===== config.mk =====
export PLATFORM = sky130hd
export DESIGN_NAME = pong_uart_cmd
export DESIGN_NICKNAME = d
export VERILOG_FILES = /design/src/rtl/pong_uart_cmd.sv
export SDC_FILE = /design/constraint.sdc
export NUM_CORES = 1
export LEC_CHECK = 0
export CORE_MARGIN = 10
export CORE_UTILIZATION = 55
export DETAILED_ROUTE_END_ITERATION = 6
export PLACE_DENSITY = 0.83
export SLEW_MARGIN = 20
export SYNTH_ARGS = -nofsm -noshare
export SYNTH_HDL_FRONTEND = slang
export SYNTH_SLANG_ARGS = --single-unit

===== constraint.sdc =====
create_clock -name i_Clk -period 6.3 [get_ports i_Clk]
set_input_delay 1.26 -clock i_Clk [delete_from_list [all_inputs] [get_ports i_Clk]]
set_output_delay 1.26 -clock i_Clk [all_outputs]
set_load 0.01 [all_outputs]

===== src/rtl/pong_uart_cmd.sv =====
// pong_uart_cmd: turns single-character ASCII bytes from the UART receiver
// into Pong control signals (start, pause, score clear, remote paddles),
// counts unrecognised bytes, and optionally echoes an acknowledge byte.
// Optional feature macro: PONG_CMD_ACK_EN (acknowledge echo path).
module pong_uart_cmd #(
   parameter int unsigned HOLD_CLKS = 2500000,
   parameter int unsigned ERR_W     = 8
) (
   input  logic             i_Clk,
   input  logic             i_Reset,
   input  logic             i_RX_DV,
   input  logic [7:0]       i_RX_Byte,
   input  logic             i_TX_Active,
   output logic             o_Game_Start,
   output logic             o_Pause,
   output logic             o_Score_Clear,
   output logic             o_Paddle_Up_P1,
   output logic             o_Paddle_Dn_P1,
   output logic             o_Paddle_Up_P2,
   output logic             o_Paddle_Dn_P2,
   output logic             o_Bad_Cmd,
   output logic [ERR_W-1:0] o_Err_Count,
   output logic             o_TX_DV,
   output logic [7:0]       o_TX_Byte
);

   localparam logic [23:0] HOLD_LD = 24'(HOLD_CLKS);
   // Commands are matched on the byte with bit 5 cleared (case folding).
   localparam logic [7:0] C_S = 8'h53;
   localparam logic [7:0] C_P = 8'h50;
   localparam logic [7:0] C_R = 8'h52;
   localparam logic [7:0] C_W = 8'h57;
   localparam logic [7:0] C_X = 8'h58;
   localparam logic [7:0] C_I = 8'h49;
   localparam logic [7:0] C_M = 8'h4D;

   logic [7:0]       cmd_u_s;
   logic             ack_v_s;
   logic [7:0]       ack_b_s;

   logic             start_q, start_d;
   logic             pause_q, pause_d;
   logic             clr_q, clr_d;
   logic             bad_q, bad_d;
   logic [ERR_W-1:0] err_q, err_d;
   logic [23:0]      cnt1_q, cnt1_d, cnt2_q, cnt2_d;
   logic             dir1_q, dir1_d, dir2_q, dir2_d;
   logic             up1_q, up1_d, dn1_q, dn1_d, up2_q, up2_d, dn2_q, dn2_d;

   // Command decode, paddle hold counters, pause and error counter next state.
   always_comb begin
      cmd_u_s = i_RX_Byte & 8'hDF;
      ack_v_s = 1'b0;
      ack_b_s = 8'h00;
      start_d = 1'b0;
      clr_d   = 1'b0;
      bad_d   = 1'b0;
      pause_d = pause_q;
      err_d   = err_q;
      dir1_d  = dir1_q;
      dir2_d  = dir2_q;
      cnt1_d  = (cnt1_q != 24'd0) ? (cnt1_q - 24'd1) : 24'd0;
      cnt2_d  = (cnt2_q != 24'd0) ? (cnt2_q - 24'd1) : 24'd0;
      if (i_RX_DV) begin
         case (cmd_u_s)
            C_S: begin
               if (!pause_q) begin
                  start_d = 1'b1;
                  ack_v_s = 1'b1;
                  ack_b_s = i_RX_Byte;
               end else begin
                  start_d = 1'b0;
               end
            end
            C_P: begin
               pause_d = ~pause_q;
               ack_v_s = 1'b1;
               ack_b_s = i_RX_Byte;
               if (!pause_q) begin
                  cnt1_d = 24'd0;
                  cnt2_d = 24'd0;
               end else begin
                  pause_d = 1'b0;
               end
            end
            C_R: begin
               clr_d   = 1'b1;
               ack_v_s = 1'b1;
               ack_b_s = i_RX_Byte;
            end
            C_W, C_X: begin
               if (!pause_q) begin
                  cnt1_d  = HOLD_LD;
                  dir1_d  = (cmd_u_s == C_W);
                  ack_v_s = 1'b1;
                  ack_b_s = i_RX_Byte;
               end else begin
                  ack_v_s = 1'b0;
               end
            end
            C_I, C_M: begin
               if (!pause_q) begin
                  cnt2_d  = HOLD_LD;
                  dir2_d  = (cmd_u_s == C_I);
                  ack_v_s = 1'b1;
                  ack_b_s = i_RX_Byte;
               end else begin
                  ack_v_s = 1'b0;
               end
            end
            default: begin
               bad_d   = 1'b1;
               ack_v_s = 1'b1;
               ack_b_s = 8'h3F;
               if (err_q != {ERR_W{1'b1}}) begin
                  err_d = err_q + {{(ERR_W-1){1'b0}}, 1'b1};
               end else begin
                  err_d = err_q;
               end
            end
         endcase
      end else begin
         ack_v_s = 1'b0;
      end
      // A single counter per player guarantees up and down are exclusive.
      up1_d = (cnt1_d != 24'd0) &&  dir1_d;
      dn1_d = (cnt1_d != 24'd0) && !dir1_d;
      up2_d = (cnt2_d != 24'd0) &&  dir2_d;
      dn2_d = (cnt2_d != 24'd0) && !dir2_d;
   end

   // Control state registers with synchronous reset.
   always_ff @(posedge i_Clk) begin
      if (i_Reset) begin
         start_q <= 1'b0;
         pause_q <= 1'b0;
         clr_q   <= 1'b0;
         bad_q   <= 1'b0;
         err_q   <= {ERR_W{1'b0}};
         cnt1_q  <= 24'd0;
         cnt2_q  <= 24'd0;
         dir1_q  <= 1'b0;
         dir2_q  <= 1'b0;
         up1_q   <= 1'b0;
         dn1_q   <= 1'b0;
         up2_q   <= 1'b0;
         dn2_q   <= 1'b0;
      end else begin
         start_q <= start_d;
         pause_q <= pause_d;
         clr_q   <= clr_d;
         bad_q   <= bad_d;
         err_q   <= err_d;
         cnt1_q  <= cnt1_d;
         cnt2_q  <= cnt2_d;
         dir1_q  <= dir1_d;
         dir2_q  <= dir2_d;
         up1_q   <= up1_d;
         dn1_q   <= dn1_d;
         up2_q   <= up2_d;
         dn2_q   <= dn2_d;
      end
   end

   assign o_Game_Start   = start_q;
   assign o_Pause        = pause_q;
   assign o_Score_Clear  = clr_q;
   assign o_Bad_Cmd      = bad_q;
   assign o_Err_Count    = err_q;
   assign o_Paddle_Up_P1 = up1_q;
   assign o_Paddle_Dn_P1 = dn1_q;
   assign o_Paddle_Up_P2 = up2_q;
   assign o_Paddle_Dn_P2 = dn2_q;

`ifdef PONG_CMD_ACK_EN
   logic       pend_v_q, pend_v_d;
   logic [7:0] pend_b_q, pend_b_d;
   logic       tx_dv_q, tx_dv_d;
   logic [7:0] tx_b_q, tx_b_d;

   // One-deep pending acknowledge: drain when the transmitter is idle, latest wins.
   always_comb begin
      pend_v_d = pend_v_q;
      pend_b_d = pend_b_q;
      tx_dv_d  = 1'b0;
      tx_b_d   = 8'h00;
      if (pend_v_q && !i_TX_Active) begin
         tx_dv_d  = 1'b1;
         tx_b_d   = pend_b_q;
         pend_v_d = 1'b0;
      end else begin
         tx_dv_d  = 1'b0;
      end
      if (ack_v_s) begin
         pend_v_d = 1'b1;
         pend_b_d = ack_b_s;
      end else begin
         pend_b_d = pend_b_d;
      end
   end

   // Acknowledge registers; reset discards any pending byte.
   always_ff @(posedge i_Clk) begin
      if (i_Reset) begin
         pend_v_q <= 1'b0;
         pend_b_q <= 8'h00;
         tx_dv_q  <= 1'b0;
         tx_b_q   <= 8'h00;
      end else begin
         pend_v_q <= pend_v_d;
         pend_b_q <= pend_b_d;
         tx_dv_q  <= tx_dv_d;
         tx_b_q   <= tx_b_d;
      end
   end

   assign o_TX_DV   = tx_dv_q;
   assign o_TX_Byte = tx_b_q;
`else
   logic unused_s;
   assign unused_s  = ^{i_TX_Active, ack_v_s, ack_b_s};
   assign o_TX_DV   = 1'b0;
   assign o_TX_Byte = 8'h00;
`endif

endmodule


==> impl_summary.md <==
CTS
The TritonCTS clock tree is done. The number of instances resized during post-cts repair is 0. The count of hold-fix buffers inserted at cts is 0. The clock sink total is 66. The number of clock buffers inserted by TritonCTS is 9. The clock root buffer is sky130_fd_sc_hd__clkbuf_8. The later pin in the worst-skew pair is clocked with a latency of ~350 ps. In this run the deepest clock path goes through 2 buffers. Buffers added to address setup during post-CTS repair amount to 0.

After clock tree synthesis, the clock-pin slew on the worst setup and hold paths is 70 ps. The H-tree depth is 3.

Pwr
The share of total power consumed by net switching is a little under half. The combinational power share is 53.1%. The analysis attributes to net switching a power of between 1000 and 1500 uW. Summing internal, switching and leakage power gives around 2200 uW. The analysis attributes to cell leakage a power of roughly 0.0016 uW. Of the total power, the clock network draws ~15%. The cell area power density is between 500 and 600 nW/um^2.

Of the total power, registers draw 31.8%. The cell internal power dissipation is between 1000 and 1500 uW. Across the VDD grid, the largest voltage drop is a little under 0.4 mV.

Logic synthesis
Counting every instance in the synthesized netlist gives approximately 430. Summing the sequential cell areas from Yosys gives a little under two fifths of the chip area. The fraction of synthesis flops using an asynchronous set or reset pin is 0%. After synthesis, the most frequently instantiated cells are sky130_fd_sc_hd__nor2_1, sky130_fd_sc_hd__dfxtp_1, sky130_fd_sc_hd__nand2_1, sky130_fd_sc_hd__xnor2_1.

Yosys attributes the largest share of cell area to sky130_fd_sc_hd__dfxtp_1, sky130_fd_sc_hd__nor2_1, sky130_fd_sc_hd__xnor2_1. The most numerous cell in the Yosys netlist is sky130_fd_sc_hd__nor2_1. In the synthesized netlist the dominant register cell turns out to be sky130_fd_sc_hd__dfxtp_1. For this run, the number of Yosys warnings is 0. Counting flops with a built-in enable in the synthesized netlist gives 0. The largest total area in the synthesized netlist belongs to sky130_fd_sc_hd__dfxtp_1. The number of different library cells used by synthesis comes to 63.

The share of synthesized area in the top cell type comes to a little under two fifths. The post-synthesis instance area is 3540 um^2. The number of register bits inferred by synthesis is 66.

The post-synthesis area per instance is about 8.2 um^2.

Route
The detail-routed net length per standard cell is between 10 and 15 um. The number of DRC violations after detailed-routing iteration 0 is 163. The detailed-router iteration count before antenna repair is 4. The average vias per placed instance is roughly 5.7. The post-route DRC violation count is 0. Wires add up to 7.82 mm. The count of nets left with antenna violations once routing finished came out at 0.

The total via count in the routed design is between 3000 and 4000.

Layout
The number of standard cells in the layout, taps in and fillers out is 534. For this run, the post-layout net count is 470. The share of post-route cells with drive strength above 1 is roughly 6.8%. 0 antenna diodes ended up in the layout.

The area growth from synthesis to layout is 12.5%.

Floorplan
The number of top-level pins is 37. The effective utilization at floorplan is roughly 56%. The area inside the core boundary is about 6300 um^2. The standard-cell row count is 29.

The die extent in y is around 100 um. The floorplan step defined a die boundary enclosing just over 10000 um^2. The width of the chip is approximately 100 um.

Placed design
Summed over all nets, the half-perimeter wirelength after detailed placement is 5.48 mm. Prior to clock tree synthesis, the placed netlist has a worst setup slack of about 2600 ps. The global placer's final weighted congestion is slightly above 0.9. The number of I/O port buffers is 25. The number of placed instances, taps included, is between 500 and 600.

STA
The relative max-transition margin is roughly half. The clock period minus final worst setup slack is around 3300 ps. Across all hold checks on the routed design, the worst slack comes to ~470 ps. The final sum of negative setup slack is 0 ps. The final-report max-slew violation count came to 0.

Setup repair after global routing left no endpoint under its margin. The final number of hold-violating endpoints is 0. Setup violations remaining at the end of the flow were counted as 0. The fraction of the cycle the final worst path needs is about 52%.

The final worst setup slack is 3020 ps. The actual transition at the worst max-transition pin is 760 ps. For the final database, setup skew stands at 7.80 ps. The highest attainable clock frequency is about 300 MHz.

Global route
The number of global-route vias before repair was roughly 2800. Entering global routing, the biggest net connects 32 pins. The remaining global-route overflow is 0. The number of antenna violations at the first check in global routing is 0. The wire length of the first global-routing pass is roughly 13 mm. The total global routing track utilization is between 10% and 20%.

Run status
The flow ran to the end, and the final reports show no timing, DRC or antenna violations.

Setup path
At the worst endpoint, the arrival time is 3510 ps. STA classifies the critical path endpoint as a register. The number of cells on the worst reg-to-reg path is 9. In this run the worst path has a maximum fanout of 8. The worst setup path category is input port to register. The nature of the critical path startpoint is an input port. Data on the critical path is required at its endpoint by 6520 ps.

Hold path
Along the worst hold path, the cell count comes to 1. The worst hold path belongs to the class register to register.

Flow run
The number of violations of the max-capacitance limit is 0.
cells in the final DEF, fill, tap and decap left out, drive strengths merged, types with 2 or more instances in the layout:
| cell | synthesis | layout |
|---|---|---|
| and4 | 2 | 2 |
| a22oi | 3 | 3 |
| clkdlybuf4s50 | 0 | 25 |
| nor4 | 16 | 16 |
| xor2 | 18 | 18 |
| or3 | 5 | 5 |
| o21ai | 11 | 11 |
| nand2 | 37 | 37 |
| a21oi | 22 | 22 |
| dfxtp | 66 | 66 |
| and2 | 2 | 2 |
| inv | 11 | 11 |
| nand4 | 8 | 8 |
| clkbuf | 12 | 14 |
| nand3 | 15 | 15 |
| or4b | 4 | 4 |
| buf | 14 | 2 |
| o31a | 2 | 2 |
| xnor2 | 27 | 27 |
| nor2 | 73 | 73 |
| a31oi | 3 | 3 |
| or2 | 3 | 3 |
| o31ai | 6 | 6 |
| conb | 1 | 9 |
| nor2b | 3 | 3 |
| nand2b | 6 | 6 |
| nand3b | 4 | 4 |
| nor3b | 2 | 2 |
| nor4bb | 2 | 2 |
| o41ai | 3 | 3 |
| or4 | 5 | 5 |
| ha | 5 | 5 |
| nor3 | 24 | 24 |
final timing paths:
check | start | endpoint | slack (ps)
worst min-delay path | cnt1_q[0]$_SDFF_PP0_ | cnt1_q[0]$_SDFF_PP0_ | 470
worst min register to register | cnt1_q[0]$_SDFF_PP0_ | cnt1_q[0]$_SDFF_PP0_ | 470
worst max register to register | cnt2_q[0]$_SDFF_PP0_ | o_Paddle_Up_P2$_SDFF_PP0_ | 3540
worst max-delay path | i_RX_Byte[2] | o_Paddle_Up_P2$_SDFF_PP0_ | 3020
state kept, by name (all words and copies together), names as in the netlist:
| name | cells |
|---|---|
| o_Score_Clear | 1 |
| o_Pause | 1 |
| cnt2_q | 24 |
| cnt1_q | 24 |
| o_Paddle_Dn_P1 | 1 |
| dir1_q | 1 |
| o_Paddle_Up_P1 | 1 |
| o_Paddle_Up_P2 | 1 |
| o_Paddle_Dn_P2 | 1 |
| o_Game_Start | 1 |
| o_Err_Count | 8 |
| o_Bad_Cmd | 1 |
| dir2_q | 1 |
area by class of cell:
| type | count | area (um^2) |
|---|---|---|
| fill | 547 | 2330 |
| multi-input combinational | 338 | 2070 |
| sequential | 66 | 1320 |
| timing repair buffer | 27 | 265 |
| clock buffer | 14 | 183 |
| tap | 77 | 96.3 |
| inverter | 11 | 41.3 |
| clock inverter | 1 | 7.51 |
power by group through the flow:
stage / Combinational, uW / Clock [uW] / Sequential (uW)
2_1_floorplan: 986 / 0 / 663
3_3_place_gp: 1130 / 0 / 707
3_5_place_dp: 1160 / 0 / 716
4_1_cts: 1170 / 347 / 709
5_1_grt: 1340 / 365 / 736
6_report: 1190 / 340 / 713
metal layers:
layer  routed length, um  part of all wire (%)  global-route usage, %
met5                   0                     0                      0
met4                 121                   1.5                   5.76
met3                 339                   4.3                   5.29
met2                3920                    50                   27.0
met1                3440                    44                   18.0
critical path: stages:
cell and delay, ps:
sky130_fd_sc_hd__clkdlybuf4s50_1 510, sky130_fd_sc_hd__or4_1 640, sky130_fd_sc_hd__or4_4 470, sky130_fd_sc_hd__o31a_1 230, sky130_fd_sc_hd__o21ba_1 220, sky130_fd_sc_hd__o41ai_1 90
sky130_fd_sc_hd__nor2_1 80
kinds of logic after synthesis:
group,count (synthesis),share of synthesized area [%]
xor+xnor,45,11.1
buf+inv,37,5.37
fa+ha+maj,5,1.76
flops,66,37.3
simple gates,215,32.3
other cells,1,0.106
mux,1,0.282
compound gates,63,11.8
metrics by stage:
stage	cell area (um^2)	utilization, %
2_1_floorplan	3570	-
3_3_place_gp	3790	60.0
3_5_place_dp	3790	60.0
4_1_cts	3980	63.0
5_1_grt	3990	63.2
6_report	3990	63.2
No activity file was read; power rests on OpenSTA's default activity.
